===== config.mk =====
export PLATFORM = sky130hd
export DESIGN_NAME = peripheral_mult_gen
export DESIGN_NICKNAME = d
export VERILOG_FILES = /design/src/rtl/peripheral_mult_pkg.sv /design/src/rtl/mult_shift_add_core.sv /design/src/rtl/peripheral_mult_gen.sv
export SDC_FILE = /design/constraint.sdc
export NUM_CORES = 1
export LEC_CHECK = 0
export CORE_UTILIZATION = 45
export DETAILED_ROUTE_END_ITERATION = 10
export GPL_ROUTABILITY_DRIVEN = 0
export PLACE_DENSITY = 0.63
export REMOVE_ABC_BUFFERS = 1
export SETUP_SLACK_MARGIN = 0.4
export SYNTH_ARGS = -nofsm -noshare
export SYNTH_HDL_FRONTEND = slang
export SYNTH_SLANG_ARGS = --single-unit

===== constraint.sdc =====
create_clock -name clk -period 3 [get_ports clk]
set_input_delay 0.9 -clock clk [delete_from_list [all_inputs] [get_ports clk]]
set_output_delay 0.9 -clock clk [all_outputs]
set_load 0.02 [all_outputs]

===== src/rtl/peripheral_mult_pkg.sv =====
// -----------------------------------------------------------------------------
// peripheral_mult_pkg
// Shared definitions for the memory-mapped sequential multiplier peripheral:
// register byte offsets, CTRL/STATUS bit positions and the engine FSM states.
// No ports; imported by peripheral_mult_gen and mult_shift_add_core.
// -----------------------------------------------------------------------------
package peripheral_mult_pkg;

    // Register byte offsets (bus address width is applied by the top level)
    localparam int unsigned OFF_A      = 'h04;
    localparam int unsigned OFF_B      = 'h08;
    localparam int unsigned OFF_CTRL   = 'h0C;
    localparam int unsigned OFF_STATUS = 'h10;
    localparam int unsigned OFF_RESULT = 'h14;

    // CTRL bits
    localparam int CTRL_START_BIT  = 0;
    localparam int CTRL_SIGNED_BIT = 1;
    localparam int CTRL_IE_BIT     = 2;

    // STATUS bits
    localparam int STATUS_DONE_BIT = 0;
    localparam int STATUS_BUSY_BIT = 1;

    typedef enum logic [1:0] {
        ST_IDLE = 2'd0,
        ST_LOAD = 2'd1,
        ST_CALC = 2'd2,
        ST_FIX  = 2'd3
    } state_e;

endpackage


===== src/rtl/mult_shift_add_core.sv =====
// -----------------------------------------------------------------------------
// mult_shift_add_core
// Radix-2 shift-add multiplier engine with optional two's-complement mode.
// Operands are snapshotted in LOAD, WIDTH CALC cycles follow, and FIX applies
// the sign and pulses done_pulse while product is valid.
// Ports:
//   clk, rst          clock, synchronous active-high reset
//   start             request; accepted only in IDLE
//   a, b              operands (WIDTH bits)
//   signed_mode       1 = treat a/b as two's complement
//   busy              high in LOAD, CALC and FIX
//   done_pulse        one-cycle strobe in FIX; product valid in that cycle
//   product           2*WIDTH-bit result
// -----------------------------------------------------------------------------
module mult_shift_add_core
    import peripheral_mult_pkg::*;
#(
    parameter int WIDTH = 16
) (
    input  logic               clk,
    input  logic               rst,
    input  logic               start,
    input  logic [WIDTH-1:0]   a,
    input  logic [WIDTH-1:0]   b,
    input  logic               signed_mode,
    output logic               busy,
    output logic               done_pulse,
    output logic [2*WIDTH-1:0] product
);

    localparam int CNT_W = (WIDTH > 1) ? $clog2(WIDTH) : 1;

    state_e             state_q, state_d;
    logic [CNT_W-1:0]   cnt_q, cnt_d;
    logic [WIDTH-1:0]   mcand_q, mcand_d;
    // acc holds {partial product upper half, remaining multiplier bits}
    logic [2*WIDTH-1:0] acc_q, acc_d;
    logic               sign_q, sign_d;
    logic [WIDTH:0]     sum;

    // NOTE: sequential state uses non-blocking assignments only, so every
    // register samples pre-edge values regardless of statement order.
    always_ff @(posedge clk) begin
        if (rst) begin
            state_q <= ST_IDLE;
            cnt_q   <= '0;
            mcand_q <= '0;
            acc_q   <= '0;
            sign_q  <= 1'b0;
        end else begin
            state_q <= state_d;
            cnt_q   <= cnt_d;
            mcand_q <= mcand_d;
            acc_q   <= acc_d;
            sign_q  <= sign_d;
        end
    end

    // Extra bit keeps the carry out of the upper-half add before the shift
    assign sum = {1'b0, acc_q[2*WIDTH-1:WIDTH]} + (acc_q[0] ? {1'b0, mcand_q} : '0);

    // NOTE: every signal driven here gets a default first; a path that skips
    // an assignment would otherwise infer a latch.
    always_comb begin
        state_d    = state_q;
        cnt_d      = cnt_q;
        mcand_d    = mcand_q;
        acc_d      = acc_q;
        sign_d     = sign_q;
        busy       = (state_q != ST_IDLE);
        done_pulse = 1'b0;
        product    = sign_q ? (~acc_q + 1'b1) : acc_q;

        case (state_q)
            ST_IDLE: begin
                if (start) state_d = ST_LOAD;
            end
            ST_LOAD: begin
                // Magnitudes are unsigned, so |-2^(WIDTH-1)| still fits in WIDTH bits
                mcand_d = (signed_mode && a[WIDTH-1]) ? (~a + 1'b1) : a;
                acc_d   = {{WIDTH{1'b0}},
                           ((signed_mode && b[WIDTH-1]) ? (~b + 1'b1) : b)};
                sign_d  = signed_mode && (a[WIDTH-1] ^ b[WIDTH-1]);
                cnt_d   = '0;
                state_d = ST_CALC;
            end
            ST_CALC: begin
                acc_d = {sum, acc_q[WIDTH-1:1]};
                cnt_d = cnt_q + 1'b1;
                if (cnt_q == CNT_W'(WIDTH - 1)) state_d = ST_FIX;
            end
            ST_FIX: begin
                done_pulse = 1'b1;
                state_d    = ST_IDLE;
            end
            default: state_d = ST_IDLE;
        endcase
    end

endmodule


===== src/rtl/peripheral_mult_gen.sv =====
// -----------------------------------------------------------------------------
// peripheral_mult_gen
// Bus-mapped multiplier peripheral: register decode, CTRL/STATUS/RESULT
// registers and the level interrupt around mult_shift_add_core.
// Ports:
//   clk, rst   clock, synchronous active-high reset
//   d_in       write data (WIDTH)
//   cs         chip select qualifying rd/wr
//   addr       register byte offset (ADDR_W)
//   rd, wr     strobes; rd together with wr is treated as a write only
//   d_out      registered read data (2*WIDTH), holds between reads
//   irq        level interrupt = DONE & IE
// -----------------------------------------------------------------------------
module peripheral_mult_gen
    import peripheral_mult_pkg::*;
#(
    parameter int WIDTH  = 16,
    parameter int ADDR_W = 5
) (
    input  logic               clk,
    input  logic               rst,
    input  logic [WIDTH-1:0]   d_in,
    input  logic               cs,
    input  logic [ADDR_W-1:0]  addr,
    input  logic               rd,
    input  logic               wr,
    output logic [2*WIDTH-1:0] d_out,
    output logic               irq
);

    localparam logic [ADDR_W-1:0] ADDR_A      = ADDR_W'(OFF_A);
    localparam logic [ADDR_W-1:0] ADDR_B      = ADDR_W'(OFF_B);
    localparam logic [ADDR_W-1:0] ADDR_CTRL   = ADDR_W'(OFF_CTRL);
    localparam logic [ADDR_W-1:0] ADDR_STATUS = ADDR_W'(OFF_STATUS);
    localparam logic [ADDR_W-1:0] ADDR_RESULT = ADDR_W'(OFF_RESULT);

    logic [WIDTH-1:0]   a_q, a_d, b_q, b_d;
    logic               signed_q, signed_d, ie_q, ie_d, done_q, done_d;
    logic [2*WIDTH-1:0] result_q, result_d, d_out_q, d_out_d, rdata;

    logic               wr_en, rd_en, start_acc;
    logic               core_busy, core_done;
    logic [2*WIDTH-1:0] core_product;

    assign wr_en     = cs && wr;
    assign rd_en     = cs && rd && !wr;
    assign start_acc = wr_en && (addr == ADDR_CTRL) && d_in[CTRL_START_BIT] && !core_busy;

    mult_shift_add_core #(.WIDTH(WIDTH)) u_core (
        .clk         (clk),
        .rst         (rst),
        .start       (start_acc),
        .a           (a_q),
        .b           (b_q),
        .signed_mode (signed_q),
        .busy        (core_busy),
        .done_pulse  (core_done),
        .product     (core_product)
    );

    always_comb begin
        rdata = '0;
        case (addr)
            ADDR_A:      rdata = {{WIDTH{1'b0}}, a_q};
            ADDR_B:      rdata = {{WIDTH{1'b0}}, b_q};
            ADDR_CTRL: begin
                rdata[CTRL_SIGNED_BIT] = signed_q;
                rdata[CTRL_IE_BIT]     = ie_q;
            end
            ADDR_STATUS: begin
                rdata[STATUS_DONE_BIT] = done_q;
                rdata[STATUS_BUSY_BIT] = core_busy;
            end
            ADDR_RESULT: rdata = result_q;
            default:     rdata = '0;
        endcase
    end

    always_comb begin
        a_d      = a_q;
        b_d      = b_q;
        signed_d = signed_q;
        ie_d     = ie_q;
        done_d   = done_q;
        result_d = result_q;
        d_out_d  = rd_en ? rdata : d_out_q;

        if (wr_en) begin
            case (addr)
                ADDR_A:    a_d = d_in;
                ADDR_B:    b_d = d_in;
                ADDR_CTRL: begin
                    signed_d = d_in[CTRL_SIGNED_BIT];
                    ie_d     = d_in[CTRL_IE_BIT];
                end
                default: ;
            endcase
        end

        if (start_acc) done_d = 1'b0;
        if (rd_en && (addr == ADDR_STATUS)) done_d = 1'b0;
        // Completion is applied last so it wins over a same-edge read-clear
        if (core_done) begin
            done_d   = 1'b1;
            result_d = core_product;
        end
    end

    always_ff @(posedge clk) begin
        if (rst) begin
            a_q      <= '0;
            b_q      <= '0;
            signed_q <= 1'b0;
            ie_q     <= 1'b0;
            done_q   <= 1'b0;
            result_q <= '0;
            d_out_q  <= '0;
        end else begin
            a_q      <= a_d;
            b_q      <= b_d;
            signed_q <= signed_d;
            ie_q     <= ie_d;
            done_q   <= done_d;
            result_q <= result_d;
            d_out_q  <= d_out_d;
        end
    end

    assign d_out = d_out_q;
    assign irq   = done_q && ie_q;

endmodule


---- Yosys cells after proc, flatten, opt, wreduce, memory -nomap -nowiden ----
Cells that the tools add are included.
storage, ports and cells
  flip-flop bits (word level) ............. 154
  bits of input ports ..................... 26
  output and inout port bits .............. 33
  logic and storage cells ................. 70
cells by class
  add/subtract/negate cells ............... 5
  equal/unequal tests ..................... 11
  muxes and demuxes ....................... 17
  bitwise logic cells ..................... 4
  reductions and logical operators ........ 21
operator list
  operator                 number
  $pmux W29 S3             1
  $pmux W32 S2             1
  $mux W16                 3
  $add A16 B1 Y16 const B  2
  $add A32 B1 Y32 const B  1
  $mux W32                 1
  $not A16 Y16             2
  $not A32 Y32             1
  $add A16 B17 Y17         1
  $logic_and A1 B1 Y1      11
  $eq A5 B4 Y1 const B     2
  $eq A5 B5 Y1 const B     2
  $pmux W1 S4              2
  $pmux W2 S4              1
  $pmux W4 S2              1
  $reduce_and A2 Y1        4
  $eq A5 B3 Y1 const B     1
  $pmux W1 S5              1
  $add A4 B1 Y4 const B    1
  $eq A2 B2 Y1 const B     2
  $eq A4 B4 Y1 const B     1
  $mux W1                  4
  $mux W2                  2
  $reduce_bool A2 Y1       2
  7 further kinds          8

---- Depth between registers and ports, before layout ----
  depth in word-level cells ............... 7
  mapped depth ............................ 11
  gate-level depth less buffers ........... 10

---- By module ----
Synthesis repeated with hierarchy kept, for this count alone.
unflattened totals
  cell total of the unflattened synthesis .. 1025
  area, all modules ....................... 8296.7 sq um
by module, submodules not included
  module               instances  cells each  area each (sq um)  seq. area each (sq um)
  mult_shift_add_core  1          564         4247.8             1101.1
  peripheral_mult_gen  1          461         4048.9             1981.9

---- Worst setup path after synthesis ----
Ideal clock, no wire load.
  path kind ............................... input-to-reg
  start point ............................. input addr[4]
  end point ............................... register b_q[10]
  library setup time ...................... 128 ps
  data arrival time ....................... 2805 ps
  data required time ...................... 2872 ps
  setup slack ............................. 67 ps
  stages on the path ...................... 8
  cells stage by stage .................... nor4b_1 > nor2b_1 > clkbuf_1 > and3_1 > clkbuf_1 > clkbuf_1 > mux2i_1 > nor2_1
between the ends
  cells in the longest elaborated chain, start to end .. 2
ends and longest elaborated chain
  what                                RTL line                    text
  from (decl)                         peripheral_mult_gen.sv:24   input logic [ADDR_W-1:0] addr,
  $eq A5 B4 Y1                        peripheral_mult_gen.sv:89   case (addr)
  $reduce_and A2 Y1 (no source line)  -
  to (signal assigned)                peripheral_mult_gen.sv:112  b_q <= '0;
  to (signal assigned)                peripheral_mult_gen.sv:120  b_q <= b_d;
  to (decl)                           peripheral_mult_gen.sv:37   logic [WIDTH-1:0] a_q, a_d, b_q, b_d;
No other way between the ends.
A chain may end at the register's enable or synchronous reset.

---- Final worst setup path ----
  start point ............................. register u_core.acc_q[6]
  end point ............................... register result_q[25]
between the ends
  cells in the longest elaborated chain, start to end .. 3
ends and longest elaborated chain
  what                    RTL line                    text
  from (decl)             mult_shift_add_core.sv:37   logic [2*WIDTH-1:0] acc_q, acc_d;
  from (signal assigned)  mult_shift_add_core.sv:48   acc_q <= '0;
  from (signal assigned)  mult_shift_add_core.sv:54   acc_q <= acc_d;
  $not A32 Y32            mult_shift_add_core.sv:72   product = sign_q ? (~acc_q + 1'b1) : acc_q;
  $add A32 B1 Y32         mult_shift_add_core.sv:72
  $mux W32                mult_shift_add_core.sv:72
  to (signal assigned)    peripheral_mult_gen.sv:124  result_q <= result_d;
  to (decl)               peripheral_mult_gen.sv:39   logic [2*WIDTH-1:0] result_q, result_d, d_out_q, d_out_d, rdata;
No other way between the ends.

==> metrics.cfg <==
[route]
route.detailed.drc=0
antenna_left=0
wl_um=21100
drtPass1Iterations=6
num_vias=7017
wl_per_cell_um=16.88
viasPerCell=5.614
drt_iter0_markers=557

[clock_network]
cts_root_buf=clkbuf_16
cts_tree=done
cts_buffers=17
clk_latency_ps=420
htree_levels=4
cts.clk_slew.worst_paths_ps=70
clock-sinks=154
clockBufferDepth=2
cts.hold.buffers_added=0

[critical_path]
required_ps=3290
cpMostUsedCell=or4_4
path_cells=or4_4 > or4_4 > or3_4 > o31ai_2 > xor2_1 > o21ai_0
critPathKind=register to register
crit_buf_inv=0
worstPathArrival_ps=2780
cp-start-kind=register
crit_slowest_cell=or4_4
worstSetupEndpointType=register
cp_max_fo=8
critPathTopFamily=simple AND/OR/NAND/NOR gates
slowest_delay_ps=560
timing.rr.start=u_core.acc_q[6]
critPathLaunch=u_core.acc_q[6]

[cells_and_area]
fillers=1673
n_antenna_cell=0
nNetsFinal=1063
mostFrequentLayoutCells=dfxtp_1 (150), nor2_1 (137), nand2_1 (100), o21ai_0 (57), clkdlybuf4s50_1 (57)
stdcell_area_um2=9443
syn_to_final_growth_pct=18.78
final_common_cell=dfxtp_1
drive_gt1_share_pct=8.683

[yosys]
avgSynthCellArea_um2=8.179
synth_edf_count=0
synth_seq_area_share_pct=38.78
synth_cell_types=55
ys_ff_latch=154
synth_top_cell_by_area=dfxtp_1
syn_area_um2=7950
synth_cells=972
yosys-top-cells-area=dfxtp_1 (39%), nor2_1 (6.5%), nand2_1 (4.7%)
ys.flop_type=dfxtp_1
yosys_warnings=0
async_reset_ff_share_pct=0
yosysTopAreaCellShare_pct=38.78

[sta]
fmax_mhz=401.9
tightest_slew_ps=848.2
relSlewSlack_pct=42.94
finClkSkew_ps=12.81
hold_viol_final=0
final.setup.tns_ps=0
setup_violations=0
rsz0062_at_grt=true
final.min_clock_period_ps=2488
setup_slack_ps=511.6
slew_violations=0
post-route-period-util_pct=82.95

[die]
die_width_um=134.9
io_pins=59
rows=48
initial_core_util_pct=45.96
core_um2=17300
die_area_um2=18200
die_h_um=134.9

[global_route]
grt_pass1_wl_um=34240
antenna_found_initial=0
grt_max_degree=50
grt_pass1_vias=6302
grt_usage_pct=23.90
grt_overflow=0

[worst_hold_path]
hp-start=result_q[24]
min_path_type=register to register

[power_and_ir_drop]
total_leakage_power_nw=3.548
p_per_area_nw_per_um2=544.8
ir_drop_mv=0.4293

[status]
status=completed

[placed_design]
portBuffers=58
placed_area_um2=8760
dp_hpwl_um=15200
post-place-ws_ps=206.8

[job]
max_cap_violations=0

==> per-layer routing <==
layer	track usage, %	part of all wire, %	vias to the layer above
met2	35.14	43	163
li1	-	-	3541
met5	0	0	-
met1	35.67	51	3296
met4	5.993	0.99	0
met3	4.279	5.0	17
==> worst reg2reg max path, cell delays in order, from the launching register on <==
cell     delay, ps
dfxtp_1        340
or4_4          560
or4_4          540
or3_4          420
o31ai_2        240
xor2_1         180
o21ai_0         90
==> path summary, 6_finish.rpt <==
kind	slack (ps)	to	depth (start not counted)
setup / recovery	510	result_q[25]	6
hold / removal	450	result_q[24]	2
setup reg to reg	510	result_q[25]	6
hold reg to reg	450	result_q[24]	2
==> where the power goes <==
group / internal (W) / leakage [nW] / switching, W
Clock: 0.00134 / 0.275 / 0.000870
Sequential: 0.00215 / 1.25 / 0.0000662
Combinational: 0.000276 / 2.03 / 0.000447
Total: 0.00376 / 3.55 / 0.00138
==> registers in the layout (all words and copies together), names as in the netlist <==
signal / flops
u_core.acc_q: 32
result_q: 32
u_core.state_q: 2
a_q: 16
done_q: 1
signed_q: 1
u_core.mcand_q: 16
b_q: 16
ie_q: 1
d_out: 32
u_core.sign_q: 1
u_core.cnt_q: 4
==> synth_stat cells (all sizes together) (13+ instances only) <==
| master | n |
|---|---|
| and2 | 19 |
| mux2i | 32 |
| nor3 | 26 |
| a21oi | 56 |
| xor2 | 40 |
| o21ai | 58 |
| inv | 19 |
| a221oi | 13 |
| nor2 | 137 |
| a211oi | 26 |
| xnor2 | 17 |
| dfxtp | 154 |
| or3 | 18 |
| ha | 24 |
| nand2 | 100 |
| a22oi | 22 |
| mux2 | 13 |
| nand3 | 15 |
| clkbuf | 58 |
==> timing repair <==
action,4_1_cts,5_1_grt
gates resized for setup,5,9
pin swaps,3,5
endpoints found under the hold margin,0,0
gates cloned,0,0
endpoints found under the setup margin,12,10
buffers inserted,1,3
==> per-stage QoR <==
step / cells / util, % / hold slack, ps / total power (W)
finish: 1250 / 54.59 / 453.0 / 0.005144
global route: 1250 / 54.59 / 475.1 / 0.005354
CTS: 1247 / 54.25 / 458.6 / 0.005171
detailed placement: 1214 / 50.64 / 444.1 / 0.002974
global placement: 1214 / 50.64 / 436.7 / 0.002963
floorplan: 906 / - / 419.6 / 0.002670
==> cell type report <==
cell class / count / area [um^2] / share of cell area [%]
Inverter: 19 / 71.32 / 0.7553
Clock inverter: 9 / 137.6 / 1.458
Tap cell: 225 / 281.5 / 2.981
Sequential cell: 154 / 3090 / 32.73
Timing Repair Buffer: 87 / 808.3 / 8.560
Multi-Input combinational cell: 733 / 4596 / 48.67
Clock buffer: 23 / 457.9 / 4.850
==> cells by family after synthesis <==
logic type                 synth area share [%]
and+or+nand+nor                           20.93
AOI/OAI and AO/OA                         20.07
DFF                                       38.78
buffers and inverters                     4.045
xor gates and xnor gates                  6.280
muxes                                     5.870
adders and majority gates                 4.029
Power figures use the tool's default switching activity.
==> variant 1, RTL diff (same flow settings) <==
The parameter `ADDR_W` goes from 5 to 6.
--- a/src/rtl/peripheral_mult_gen.sv
+++ b/src/rtl/peripheral_mult_gen.sv
@@ -15,7 +15,7 @@
     import peripheral_mult_pkg::*;
 #(
     parameter int WIDTH  = 16,
-    parameter int ADDR_W = 5
+    parameter int ADDR_W = 6
 ) (
     input  logic               clk,
     input  logic               rst,
Interface: changed (resized addr); port bits go from 59 to 60. No check against the original RTL was run, so the function may have changed too.
==> variant 1 against the original RTL <==
  * First-iteration DRC count is 7.9% lower
  * Synthesized area rose by 1.1%
  * Setup slack got worse by 59 ps
  * Clock skew decreased by 4.6 ps
  * Sequential cell count unchanged
  * Highest routed layer unchanged
  * Critical endpoint is now result_q[29]$_SDFFE_PP0P_
  * Design area up 2.5%
  * Cell count increased by 0.64%
  * Total power down 5.3%
  * Wire length is 2.7% higher
  * Critical path type unchanged
==> variant 1: results (changes against the original RTL) <==
| Metric | Value |
|---|---|
| Filler cells | `1601 (-4.3%)` |
| Worst Path Arrival | `2860 ps (+80 ps)` |
| Maximum net fanout on the critical path | `7 (-1)` |
| Place WS | `37.41 ps (-169.4 ps)` |
| Net count of the finished layout | `1073 (+0.94%)` |
| LEAKAGE | `3.271 nW (-7.8%)` |
| Result of the run | `finished, final reports clean` |
| Number of placed instances, taps included | `1225 (+0.91%)` |
| Number of input and output port buffers inserted | `59 (+1.7%)` |
| Count of unique library cells instantiated by Yosys | `58 (+5.5%)` |
| Layout clock area frac | `6.710% (+0.40 points)` |
| Global-route usage over all layers | `24.48% (+0.58 points)` |
| Leading post-synthesis cells by cell area | `dfxtp_1, mux2i_1, nor2_1, a21oi_1, nand2_1` |
| Number of instances in the synthesized netlist | `981 (+0.93%)` |
| Number of non-clock inverters | `26 (+7)` |
| Met1 layer usage reported by global route | `32.35% (-3.3 points)` |
| Wire length of the first global-routing pass | `35020 um (+2.3%)` |
| Post-route clock skew | `8.187 ps (-4.622 ps)` |
| Transition time at the pin with the least slew margin | `907.0 ps (+58.82 ps)` |
| Comb_multi_in | `731 (-0.27%)` |
| Buffering overhead | `9.244% (+0.68 points)` |
| Total met3 wirelength after detailed routing | `1008 um (-4.5%)` |
| Number of global-route vias before repair | `6665 (+5.8%)` |
| Final std cells w/o fill | `1258 (+0.64%)` |
| Post-detailed-placement half-perimeter wirelength | `15290 um (+0.61%)` |
| Wirelength, routed | `21670 um (+2.7%)` |
| Multi-input gate area | `4663 um^2 (+1.5%)` |
| Number of DRC markers in iteration 0 | `513 (-7.9%)` |
| Sequential area share after synthesis | `38.37% (-0.41 points)` |
| Largest voltage drop on the vdd net | `0.0004438 V (+3.4%)` |
| Pin count of the biggest net entering global routing | `83 (+66%)` |
| Clock buffer instance count of the final layout | `21 (-8.7%)` |
| Final Util | `55.76% (+1.2 points)` |
| Detailed-route wire length on metal 1 | `10210 um (-5.4%)` |
| Area after detailed placement | `8940 um^2 (+2.1%)` |
| Fraction of final layout cells with drive strength greater than 1 | `8.325% (-0.36 points)` |
| Global routing met2 resource utilization | `39.85% (+4.7 points)` |
| Met2 layer wire length in the routed design | `9969 um (+10%)` |
| Average via count per standard cell | `5.684 (+1.2%)` |
| Share of cell area taken by flip-flops and latches | `31.95% (-0.78 points)` |
==> variant 1: cell count changes after synthesis, sizes merged, moves of 12 or more <==
cell,change
nand3,+21
nand2,-17
mux2i,+24
a211oi,+12
o21ai,-17
a22oi,-18
mux2,-13
xor2,-20
xnor2,+13
==> variant 1: what timing repair did <==
item	4_1_cts	5_1_grt
hold buffers	0	0
pin swaps	1	3
resized for setup	3	16
setup buffers	0	2
setup endpoints to repair	6	27
==> variant 1: worst paths after layout <==
path                                       from                   endpoint  slack, ps  cells after the start
setup reg to reg  u_core.acc_q[16]$_SDFFE_PP0P_  result_q[29]$_SDFFE_PP0P_        450                      6
hold / removal           d_out[20]$_SDFFE_PP0P_     d_out[20]$_SDFFE_PP0P_        450                      2
hold reg to reg          d_out[20]$_SDFFE_PP0P_     d_out[20]$_SDFFE_PP0P_        450                      2
setup / recovery  u_core.acc_q[16]$_SDFFE_PP0P_  result_q[29]$_SDFFE_PP0P_        450                      6
==> variant 1: worst reg2reg max path, cell delays in order, from the launching register on <==
cell,delay (ps)
dfxtp_4,380
or4_4,580
or3_4,350
or4_4,550
nor4_4,180
nor3_1,80
a311o_1,310
==> variant 1: kinds of logic (layout without fill, tap and decap cells) <==
kind of cell	Yosys count	after routing	synth area share [%]
adders and majority gates	25	25	3.986
muxes	56	56	6.976
and+or+nand+nor	363	363	20.96
AOI/OAI and AO/OA	237	237	19.74
buffers and inverters	96	148	4.516
DFF	154	154	38.37
xor gates and xnor gates	50	50	5.450
==> variant 1: report_power, final <==
part	leakage, nW	internal [mW]	switching, mW
logic	1.71	0.147	0.228
registers	1.24	2.08	0.0247
clock network	0.314	1.52	0.869
==> variant 2, RTL diff (same flow settings) <==
Made on the original files. Register the inputs `d_in`, `cs`, `addr`, `rd` and `wr` before use, with the module's reset. The logic sees them one clock later.
--- a/src/rtl/peripheral_mult_gen.sv
+++ b/src/rtl/peripheral_mult_gen.sv
@@ -34,6 +34,28 @@
     localparam logic [ADDR_W-1:0] ADDR_STATUS = ADDR_W'(OFF_STATUS);
     localparam logic [ADDR_W-1:0] ADDR_RESULT = ADDR_W'(OFF_RESULT);
 
+    logic [WIDTH-1:0] d_q;
+    logic cs_q;
+    logic [ADDR_W-1:0] addr_q;
+    logic rd_q;
+    logic wr_q;
+
+    always_ff @(posedge clk) begin
+        if (rst) begin
+            d_q    <= '0;
+            cs_q   <= '0;
+            addr_q <= '0;
+            rd_q   <= '0;
+            wr_q   <= '0;
+        end else begin
+            d_q    <= d_in;
+            cs_q   <= cs;
+            addr_q <= addr;
+            rd_q   <= rd;
+            wr_q   <= wr;
+        end
+    end
+
     logic [WIDTH-1:0]   a_q, a_d, b_q, b_d;
     logic               signed_q, signed_d, ie_q, ie_d, done_q, done_d;
     logic [2*WIDTH-1:0] result_q, result_d, d_out_q, d_out_d, rdata;
@@ -42,9 +64,9 @@
     logic               core_busy, core_done;
     logic [2*WIDTH-1:0] core_product;
 
-    assign wr_en     = cs && wr;
-    assign rd_en     = cs && rd && !wr;
-    assign start_acc = wr_en && (addr == ADDR_CTRL) && d_in[CTRL_START_BIT] && !core_busy;
+    assign wr_en     = cs_q && wr_q;
+    assign rd_en     = cs_q && rd_q && !wr_q;
+    assign start_acc = wr_en && (addr_q == ADDR_CTRL) && d_q[CTRL_START_BIT] && !core_busy;
 
     mult_shift_add_core #(.WIDTH(WIDTH)) u_core (
         .clk         (clk),
@@ -60,7 +82,7 @@
 
     always_comb begin
         rdata = '0;
-        case (addr)
+        case (addr_q)
             ADDR_A:      rdata = {{WIDTH{1'b0}}, a_q};
             ADDR_B:      rdata = {{WIDTH{1'b0}}, b_q};
             ADDR_CTRL: begin
@@ -86,19 +108,19 @@
         d_out_d  = rd_en ? rdata : d_out_q;
 
         if (wr_en) begin
-            case (addr)
-                ADDR_A:    a_d = d_in;
-                ADDR_B:    b_d = d_in;
+            case (addr_q)
+                ADDR_A:    a_d = d_q;
+                ADDR_B:    b_d = d_q;
                 ADDR_CTRL: begin
-                    signed_d = d_in[CTRL_SIGNED_BIT];
-                    ie_d     = d_in[CTRL_IE_BIT];
+                    signed_d = d_q[CTRL_SIGNED_BIT];
+                    ie_d     = d_q[CTRL_IE_BIT];
                 end
                 default: ;
             endcase
         end
 
         if (start_acc) done_d = 1'b0;
-        if (rd_en && (addr == ADDR_STATUS)) done_d = 1'b0;
+        if (rd_en && (addr_q == ADDR_STATUS)) done_d = 1'b0;
         // Completion is applied last so it wins over a same-edge read-clear
         if (core_done) begin
             done_d   = 1'b1;
Behaviour: not the same (Yosys sat finds a counterexample within 4 cycles, from zero or initial values and one cycle with rst high).
==> variant 2 against the original RTL <==
  * Sequential power grew 15%
  * Synthesized area grew 9.6%
  * Critical path type unchanged
  * Utilization shrank 0.87 points
  * Design area grew 7.1%
  * Highest routed layer unchanged
  * Sequential cell count grew 24
  * Wire length grew 7.6%
  * Setup slack gained 27 ps
  * Total power grew 7.3%
==> variant 2: results (changes against the original RTL) <==
| Metric | Value |
|---|---|
| Clock latency reported for the late side of the worst-skew pair | `430 ps` |
| Final Max Slew Viols | `0 (unchanged)` |
| Comb group | `0.818 mW (+13%)` |
| Leading post-synthesis cells by cell area | `dfxtp_1, nand2_1, a21oi_1, nor2_1, ha_1` |
| Fraction of final layout cells with drive strength greater than 1 | `7.594% (-1.1 points)` |
| LEAKAGE | `3.496 nW (-1.5%)` |
| Reg-to-reg slack, setup | `540 ps (+30 ps)` |
| Post-detailed-placement half-perimeter wirelength | `15820 um (+4.1%)` |
| H-tree depth | `4 (unchanged)` |
| Post-route clock skew | `9.248 ps (-3.561 ps)` |
| Launching element type of the critical path | `flop` |
| Number of gates resized after cts | `0 (-5)` |
| Most common library cells after synthesis | `dfxtp_1, nand2_1, nor2_1` |
| Average via count per standard cell | `5.518 (-1.7%)` |
| Max Root-Sink Buffers | `2 (unchanged)` |
| Pin count of the biggest net entering global routing | `85 (+70%)` |
| Slew headroom | `36.95% (-6.0 points)` |
| Maximum net fanout on the critical path | `6 (-2)` |
| Number of detailed-routing iterations run before antenna repair | `5 (-1)` |
| Worst reg2reg path depth | `9 (+3)` |
| Count of unique library cells instantiated by Yosys | `66 (+20%)` |
| Type of the most critical hold path | `reg2reg` |
| Launch instance of the worst register-to-register path | `u_core.acc_q[16]$_SDFFE_PP0P_` |
| Met2 layer wire length in the routed design | `10780 um (+19%)` |
| Top routing layer used | `met4` |
| Reg2reg end | `u_core.acc_q[29]$_SDFFE_PP0P_` |
| Reported net switching power | `1.577 mW (+14%)` |
| Top cell family by delay on the critical path | `compound AO/OA/AOI/OAI gates` |
| Total inserted antenna cells | `0 (unchanged)` |
| Wirelength, routed | `22700 um (+7.6%)` |
| Number of global-route vias before repair | `6941 (+10%)` |
| Buffer cell driving the clock tree root | `clkbuf_16` |
| Number of buffers added for setup after CTS | `0 (-1)` |
| Worst Path Arrival | `2830 ps (+50 ps)` |
| Sequential area share after synthesis | `40.91% (+2.1 points)` |
| Global-route usage over all layers | `23.63% (-0.27 points)` |
| Net count of the finished layout | `1132 (+6.5%)` |
| Initial antenna violation count | `0 (unchanged)` |
| Critical path's largest stage delay | `440 ps (-120 ps)` |
| Detailed-route wire length on metal 1 | `10800 um (about the same)` |
| Worst hold path startpoint | `d_out[27]$_SDFFE_PP0P_` |
| Sequential share of power | `46.2% (+3.2 points)` |
| Total met3 wirelength after detailed routing | `779 um (-26%)` |
| Result of the run | `finished, final reports clean` |
| Wire length of the first global-routing pass | `36830 um (+7.5%)` |
| Num CTS Buffers | `17 (unchanged)` |
| Critical Path Slowest Stage Cell | `dfxtp_1` |
| Filler cells | `1774 (+6.0%)` |
| Largest voltage drop on the vdd net | `0.0003509 V (-18%)` |
| Worst Hold Path EP | `d_out[27]$_SDFFE_PP0P_` |
| Hold Path Depth | `2 (unchanged)` |
| Number of DRC markers in iteration 0 | `566 (+1.6%)` |
-- variant 2: changes by cell type after synthesis, sizes merged, moves of 12 or more --
cell | before | now
a2bb2oi | 0 | 14
nor3 | 26 | 14
nor2 | 137 | 108
a211oi | 26 | 39
nand3 | 15 | 37
o21ai | 58 | 45
nor2b | 12 | 32
a21oi | 56 | 87
dfxtp | 154 | 178
nand2 | 100 | 140
mux2 | 13 | 1
a22oi | 22 | 1
-- variant 2: metrics by stage --
stage          setup slack, ps  instances  total power [mW]  area [um^2]  hold WS, ps
2_1_floorplan            498.1        982             3.087         8429        424.7
3_3_place_gp             466.7       1320             3.394         9510        438.1
3_5_place_dp             440.8       1320             3.397         9510        443.1
4_1_cts                  425.6       1351             5.532        10060        452.4
5_1_grt                  402.3       1353             5.752        10120        471.4
6_report                 539.0       1353             5.520        10120        448.3
-- variant 2: logic make-up (layout without fill, tap and decap cells) --
| logic type | Yosys count | in the layout | share of synthesized area [%] |
|---|---|---|---|
| AOI/OAI and AO/OA | 267 | 267 | 20.47 |
| muxes | 23 | 23 | 2.658 |
| xor gates and xnor gates | 59 | 59 | 5.933 |
| and+or+nand+nor | 404 | 404 | 22.01 |
| DFF | 178 | 178 | 40.91 |
| adders and majority gates | 25 | 25 | 3.678 |
| buffers and inverters | 97 | 137 | 4.338 |
-- variant 2: final cells by class --
class / count / share of cell area [%]
well taps: 260 / 3.215
flip-flops and latches: 178 / 35.22
repair buffers: 80 / 7.593
clock inverters: 13 / 1.237
inverters: 26 / 0.9646
multi-input cells: 778 / 47.53
clock buffers: 18 / 4.242
-- variant 2: routing by layer --
metal,vias up,track usage [%]
met5,-,0
met4,0,6.407
met3,23,3.770
met2,150,39.84
met1,3521,31.21
li1,3772,-
